$ cat config.mk
export PLATFORM = sky130hd
export DESIGN_NAME = victim_buffer_ctrl
export DESIGN_NICKNAME = d
export VERILOG_FILES = /design/src/rtl/victim_buffer_ctrl_pkg.sv /design/src/rtl/victim_buffer_ctrl_tag_match.sv /design/src/rtl/victim_buffer_ctrl.sv
export SDC_FILE = /design/constraint.sdc
export NUM_CORES = 1
export LEC_CHECK = 0
export CAP_MARGIN = 25
export CORE_ASPECT_RATIO = 1.2
export CORE_UTILIZATION = 58
export DETAILED_ROUTE_END_ITERATION = 12
export GPL_ROUTABILITY_DRIVEN = 1
export PLACE_DENSITY = 0.8
export SYNTH_ARGS = -nofsm -noshare
export SYNTH_HDL_FRONTEND = slang
export SYNTH_SLANG_ARGS = --single-unit
$ cat constraint.sdc
create_clock -name clk_i -period 10.7 [get_ports clk_i]
set_input_delay 1.605 -clock clk_i [delete_from_list [all_inputs] [get_ports clk_i]]
set_output_delay 1.605 -clock clk_i [all_outputs]
set_load 0.01 [all_outputs]
$ cat src/rtl/victim_buffer_ctrl_pkg.sv
// rtl/victim_buffer_ctrl_pkg.sv - shared types and constants for the victim buffer controller
// Holds the FSM state enum, slot count and the slot-entry struct.
package victim_buffer_ctrl_pkg;

  localparam int NUM_SLOTS = 8;
  localparam int TAG_W     = 26;
  localparam int DATA_W    = 32;

  typedef enum logic [1:0] {
    ST_IDLE,
    ST_RESP,
    ST_WB,
    ST_SETTLE
  } vb_state_e;

  typedef struct packed {
    logic              valid;
    logic              dirty;
    logic [TAG_W-1:0]  tag;
    logic [DATA_W-1:0] data;
  } vb_slot_t;

endpackage

$ cat src/rtl/victim_buffer_ctrl_tag_match.sv
// rtl/victim_buffer_ctrl_tag_match.sv - victim_tag_match: parallel tag compare over all slots
// Returns a one-hot hit vector (valid slots only) and a one-hot lowest-index invalid slot.
module victim_tag_match
  import victim_buffer_ctrl_pkg::*;
(
  input  logic [TAG_W-1:0]               tag_i,
  input  vb_slot_t [NUM_SLOTS-1:0]       slots_i,
  output logic [NUM_SLOTS-1:0]           hit_o,
  output logic [NUM_SLOTS-1:0]           free_o
);

  logic seen_free;
  logic unused_bits;

  always_comb begin
    hit_o       = '0;
    free_o      = '0;
    seen_free   = 1'b0;
    unused_bits = 1'b0;
    for (int i = 0; i < NUM_SLOTS; i++) begin
      hit_o[i] = slots_i[i].valid && (slots_i[i].tag == tag_i);
      if (!slots_i[i].valid && !seen_free) begin
        free_o[i] = 1'b1;
        seen_free = 1'b1;
      end
      unused_bits = unused_bits ^ (^{slots_i[i].dirty, slots_i[i].data});
    end
  end

endmodule

$ cat src/rtl/victim_buffer_ctrl.sv
// rtl/victim_buffer_ctrl.sv - 8-slot victim buffer controller with lookup, insert and LRU pulses
// Define VICTIM_WB_EN to track dirty bits and write back displaced dirty entries.
module victim_buffer_ctrl
  import victim_buffer_ctrl_pkg::*;
(
  input  logic                 clk_i,
  input  logic                 reset_i,
  input  logic                 lk_valid_i,
  output logic                 lk_ready_o,
  input  logic [TAG_W-1:0]     lk_tag_i,
  output logic                 rsp_valid_o,
  input  logic                 rsp_ready_i,
  output logic                 rsp_hit_o,
  output logic [DATA_W-1:0]    rsp_data_o,
  input  logic                 ins_valid_i,
  output logic                 ins_ready_o,
  input  logic [TAG_W-1:0]     ins_tag_i,
  input  logic [DATA_W-1:0]    ins_data_i,
  input  logic                 ins_dirty_i,
  output logic                 wb_valid_o,
  input  logic                 wb_ready_i,
  output logic [TAG_W-1:0]     wb_tag_o,
  output logic [DATA_W-1:0]    wb_data_o,
  output logic [NUM_SLOTS-1:0] lru_update_o,
  output logic                 add_cache_o,
  input  logic [NUM_SLOTS-1:0] lru_number_i
);

  vb_state_e                state_q;
  vb_slot_t [NUM_SLOTS-1:0] slots_q;
  logic                     rsp_valid_q;
  logic                     rsp_hit_q;
  logic [DATA_W-1:0]        rsp_data_q;
  logic [NUM_SLOTS-1:0]     lru_update_q;
  logic                     add_cache_q;

  logic                     idle;
  logic                     lk_fire;
  logic                     ins_fire;
  logic [TAG_W-1:0]         match_tag;
  logic [NUM_SLOTS-1:0]     hit_vec;
  logic [NUM_SLOTS-1:0]     free_vec;
  logic                     use_lru;
  logic [NUM_SLOTS-1:0]     victim_vec;
  logic [DATA_W-1:0]        hit_data;
  logic                     ins_dirty_eff;
  logic                     need_wb;

  // Readiness is withheld while reset is high so nothing is accepted then.
  assign idle        = (state_q == ST_IDLE) && !reset_i;
  assign lk_ready_o  = idle;
  assign ins_ready_o = idle && !lk_valid_i;
  assign lk_fire     = lk_valid_i && lk_ready_o;
  assign ins_fire    = ins_valid_i && ins_ready_o;
  assign match_tag   = lk_valid_i ? lk_tag_i : ins_tag_i;

  victim_tag_match u_match (
    .tag_i   (match_tag),
    .slots_i (slots_q),
    .hit_o   (hit_vec),
    .free_o  (free_vec)
  );

  assign use_lru    = !(|hit_vec) && !(|free_vec);
  assign victim_vec = (|hit_vec) ? hit_vec : ((|free_vec) ? free_vec : lru_number_i);

  always_comb begin
    hit_data = '0;
    for (int i = 0; i < NUM_SLOTS; i++) begin
      if (hit_vec[i]) hit_data = hit_data | slots_q[i].data;
    end
  end

`ifdef VICTIM_WB_EN
  logic              wb_valid_q;
  logic [TAG_W-1:0]  wb_tag_q;
  logic [DATA_W-1:0] wb_data_q;
  logic [TAG_W-1:0]  disp_tag;
  logic [DATA_W-1:0] disp_data;
  logic              disp_dirty;

  always_comb begin
    disp_tag   = '0;
    disp_data  = '0;
    disp_dirty = 1'b0;
    for (int i = 0; i < NUM_SLOTS; i++) begin
      if (lru_number_i[i]) begin
        disp_tag   = disp_tag | slots_q[i].tag;
        disp_data  = disp_data | slots_q[i].data;
        disp_dirty = disp_dirty | (slots_q[i].valid & slots_q[i].dirty);
      end
    end
  end

  assign ins_dirty_eff = ins_dirty_i;
  assign need_wb       = use_lru && disp_dirty;
  assign wb_valid_o    = wb_valid_q;
  assign wb_tag_o      = wb_tag_q;
  assign wb_data_o     = wb_data_q;
`else
  logic unused_ok;
  assign unused_ok     = ^{wb_ready_i, ins_dirty_i};
  assign ins_dirty_eff = 1'b0;
  assign need_wb       = 1'b0;
  assign wb_valid_o    = 1'b0;
  assign wb_tag_o      = '0;
  assign wb_data_o     = '0;
`endif

  always_ff @(posedge clk_i) begin
    if (reset_i) begin
      state_q      <= ST_IDLE;
      rsp_valid_q  <= 1'b0;
      rsp_hit_q    <= 1'b0;
      rsp_data_q   <= '0;
      lru_update_q <= '0;
      add_cache_q  <= 1'b0;
      for (int i = 0; i < NUM_SLOTS; i++) begin
        slots_q[i].valid <= 1'b0;
        slots_q[i].dirty <= 1'b0;
      end
`ifdef VICTIM_WB_EN
      wb_valid_q <= 1'b0;
      wb_tag_q   <= '0;
      wb_data_q  <= '0;
`endif
    end else begin
      lru_update_q <= '0;
      add_cache_q  <= 1'b0;
      case (state_q)
        ST_IDLE: begin
          if (lk_fire) begin
            rsp_valid_q  <= 1'b1;
            rsp_hit_q    <= |hit_vec;
            rsp_data_q   <= hit_data;
            lru_update_q <= hit_vec;
            state_q      <= ST_RESP;
          end else if (ins_fire) begin
            for (int i = 0; i < NUM_SLOTS; i++) begin
              if (victim_vec[i]) begin
                slots_q[i].valid <= 1'b1;
                slots_q[i].tag   <= ins_tag_i;
                slots_q[i].data  <= ins_data_i;
                // Same-tag overwrite keeps an existing dirty bit.
                slots_q[i].dirty <= ((|hit_vec) & slots_q[i].dirty) | ins_dirty_eff;
              end
            end
            lru_update_q <= use_lru ? '0 : victim_vec;
            add_cache_q  <= use_lru;
`ifdef VICTIM_WB_EN
            if (need_wb) begin
              wb_valid_q <= 1'b1;
              wb_tag_q   <= disp_tag;
              wb_data_q  <= disp_data;
            end
`endif
            state_q <= need_wb ? ST_WB : ST_SETTLE;
          end
        end
        ST_RESP: begin
          if (rsp_ready_i) begin
            rsp_valid_q <= 1'b0;
            state_q     <= rsp_hit_q ? ST_SETTLE : ST_IDLE;
          end
        end
        ST_WB: begin
`ifdef VICTIM_WB_EN
          if (wb_ready_i) begin
            wb_valid_q <= 1'b0;
            state_q    <= ST_SETTLE;
          end
`else
          state_q <= ST_SETTLE;
`endif
        end
        ST_SETTLE: state_q <= ST_IDLE;
        default:   state_q <= ST_IDLE;
      endcase
    end
  end

  assign rsp_valid_o  = rsp_valid_q;
  assign rsp_hit_o    = rsp_hit_q;
  assign rsp_data_o   = rsp_data_q;
  assign lru_update_o = lru_update_q;
  assign add_cache_o  = add_cache_q;

endmodule

==> run summary <==
outcome -> completed
Synth top area share -> 0.620
first-pass GRT wire length -> 96700 µm
synth top area cells -> edfxtp_1 62%, nand4_1 9.3%, xnor2_1 8.1%, dfxtp_1 4.7%, mux2i_4 2.4%
arrival time worst endpoint -> 6.09 ns
non-filler cells, final -> 2251
setup_tns -> 0 ns
Worst path slowest cell -> mux2i_4
starting density of the core -> 0.592
Via Count -> 15800
initial antenna violation count -> 4
std cell rows -> 78
Detail Route Antenna Nets -> 0
Die Y -> 218 µm
register area share after synthesis -> 0.667
Die Width -> 182 µm
IO buf count -> 141
crit-path leading delay family -> buffers and inverters
hpwl dp -> 38300 µm
WP data required -> 10.90 ns
CORE AREA -> 0.0380 mm²
DR WL/cell -> 29.5 µm
Max Clock Freq -> 170 MHz
Setup WS pre-CTS -> 4.34 ns
worst rel slew slack -> 0.290
CP Capture Type -> register
Area growth syn-to-layout -> 14.1%
drt pass-1 iters -> 5
GP Congestion -> 0.968
# hold bufs at CTS -> 0
yosys warns -> 0
VDD IR max -> 0.148 mV
Slew Limit Fails -> 0
Util after Layout -> 0.676
crit path kind -> in -> reg
share of layout cells above drive strength 1 -> 0.0893
Clock Skews -> 0.0206 ns
Post-CTS Setup Repair Bufs -> 0
crit-path cells -> buf_4, buf_4, mux2i_4, xnor2_1, nor4b_1, and4_2, a32o_2, nor4_2, a21oi_1, nor2_4, buf_4
pin count of the biggest net entering global routing -> 59
crit share post-route -> 0.551
Leak -> 0.00779 µW
library cells used by synthesis -> 43
Post-Synthesis Cells -> 1609
# DRC -> 0
H-tree Lvls -> 2
Worst Setup Start Kind -> primary input
Final Hold Viols -> 0
Buf+Inv Stages, Crit Path -> 3
Vias/cell -> 7.01
Final setup viols -> 0
worst stage delay on the critical path -> 0.73 ns
unrepaired setup endpoints after global routing -> false
vias in the first global route -> 15600
# nets final -> 1827
Netlist Area Pre-Place -> 0.0225 mm²
final wirelength -> 66300 µm
# fillers -> 2634
Avg Cell Area, Syn -> 14.0 µm²
worst-path maximum fanout -> 58
MaxCap Viol Count -> 0
Synth Register Bits -> 517
io pins -> 203
most frequent cells in the layout -> 464 x edfxtp_1, 333 x nand4_1, 208 x xnor2_1
reg2reg setup slack -> 6.92 ns
Synth area leader -> edfxtp_1
Global Route Usage Sum -> 0.335
die area -> 0.0395 mm²
clk slew on worst S/H paths -> 0.06 ns
placed insts -> 2157
Crit path top cell by count -> buf_4
GRT overflow -> 0
clock buffer depth -> 3
CTS buffer count -> 49
Worst Tran Pin Value -> 1.07 ns
initial drt markers -> 2224
commonest non-fill, non-tap cell in the layout -> edfxtp_1
Tmin final -> 5.90 ns
Root Driver -> clkbuf_16
Post-CTS Resized -> 0
pwr/cell area -> 168 mW/mm²
TritonCTS clock tree -> yes
Hold/Removal Path Class -> reg -> reg
Clock Latency Late Sink -> 0.58 ns
Clock Sink Count -> 517
PnR worst setup slack -> 4.80 ns
-- synth_stat cells (all sizes together) --
cell type and number:
buf 114, a31o 2, or4 8, nor2 68
nand4 333, and4 11, o21a 5, a21oi 51
and2 5, mux2i 26, o31ai 2, o21bai 1
nor2b 2, clkbuf 47, nand2b 1, a211oi 1
o32ai 1, inv 9, conb 1, xnor2 208
o41ai 2, and3 7, a31oi 1, nor3 56
a32o 4, nand2 13, dfxtp 53, edfxtp 464
nor4 83, o21ai 9, nand3 13, nor4b 8
-- layout make-up --
type	count	area, µm²	area share
inverter	9	33.8	0.00132
sequential	517	15000	0.585
clock buffer	68	1380	0.0538
timing repair buffer	171	1630	0.0637
multi-input combinational	980	6820	0.266
tap	480	601	0.0234
antenna	2	5.00	0.000195
clock inverter	24	184	0.00717
-- registers in the layout, indices dropped and copies added, names as in the netlist --
register	count
lru_update_o	8
slots_q	472
rsp_data_o	32
rsp_valid_o	1
state_q	2
add_cache_o	1
rsp_hit_o	1
-- worst reg2reg max path, cell delays in order, from the launching register on --
cell and delay, ns:
edfxtp_1 0.38, xnor2_1 0.47, nor4_1 0.14, and4_2 0.57, a32o_2 0.43, nor4_2 0.39
a21oi_1 0.17, nor2_4 0.10, buf_4 0.72
-- worst paths after layout --
check | start | end | cells after the start
worst min register to register | rsp_data_o[11] | rsp_data_o[11] | 2
worst max register to register | slots_q[284] | slots_q[464] | 8
worst min-delay path | rsp_data_o[11] | rsp_data_o[11] | 2
worst max-delay path | lk_valid_i | slots_q[464] | 11
-- metal layers --
layer	GRT usage	share of wire
met2	0.552	0.48
met1	0.413	0.34
met5	0	0.00035
met4	0.200	0.063
met3	0.0668	0.12
-- power by group --
group          internal (µW)  switching (µW)
Sequential              2220            12.3
Clock                    971             734
Combinational            131             230
-- metrics by stage --
step / power (µW) / hold WS [ns] / area, µm²
2_1_floorplan: 2470 / 0.483 / 22700
3_3_place_gp: 2620 / 0.481 / 24100
3_5_place_dp: 2630 / 0.490 / 24100
4_1_cts: 4300 / 0.505 / 25600
5_1_grt: 4390 / 0.536 / 25700
6_report: 4300 / 0.501 / 25700
-- cell families (layout without fill, tap and decap cells) --
family | Yosys count | after routing | share of synthesized area
other cells | 1 | 61 | 0.000167
buf+inv | 170 | 272 | 0.0440
flops | 517 | 517 | 0.667
mux | 26 | 26 | 0.0253
simple gates | 608 | 608 | 0.162
xor+xnor | 208 | 208 | 0.0811
compound gates | 79 | 79 | 0.0205
Power figures use the tool's default switching activity.
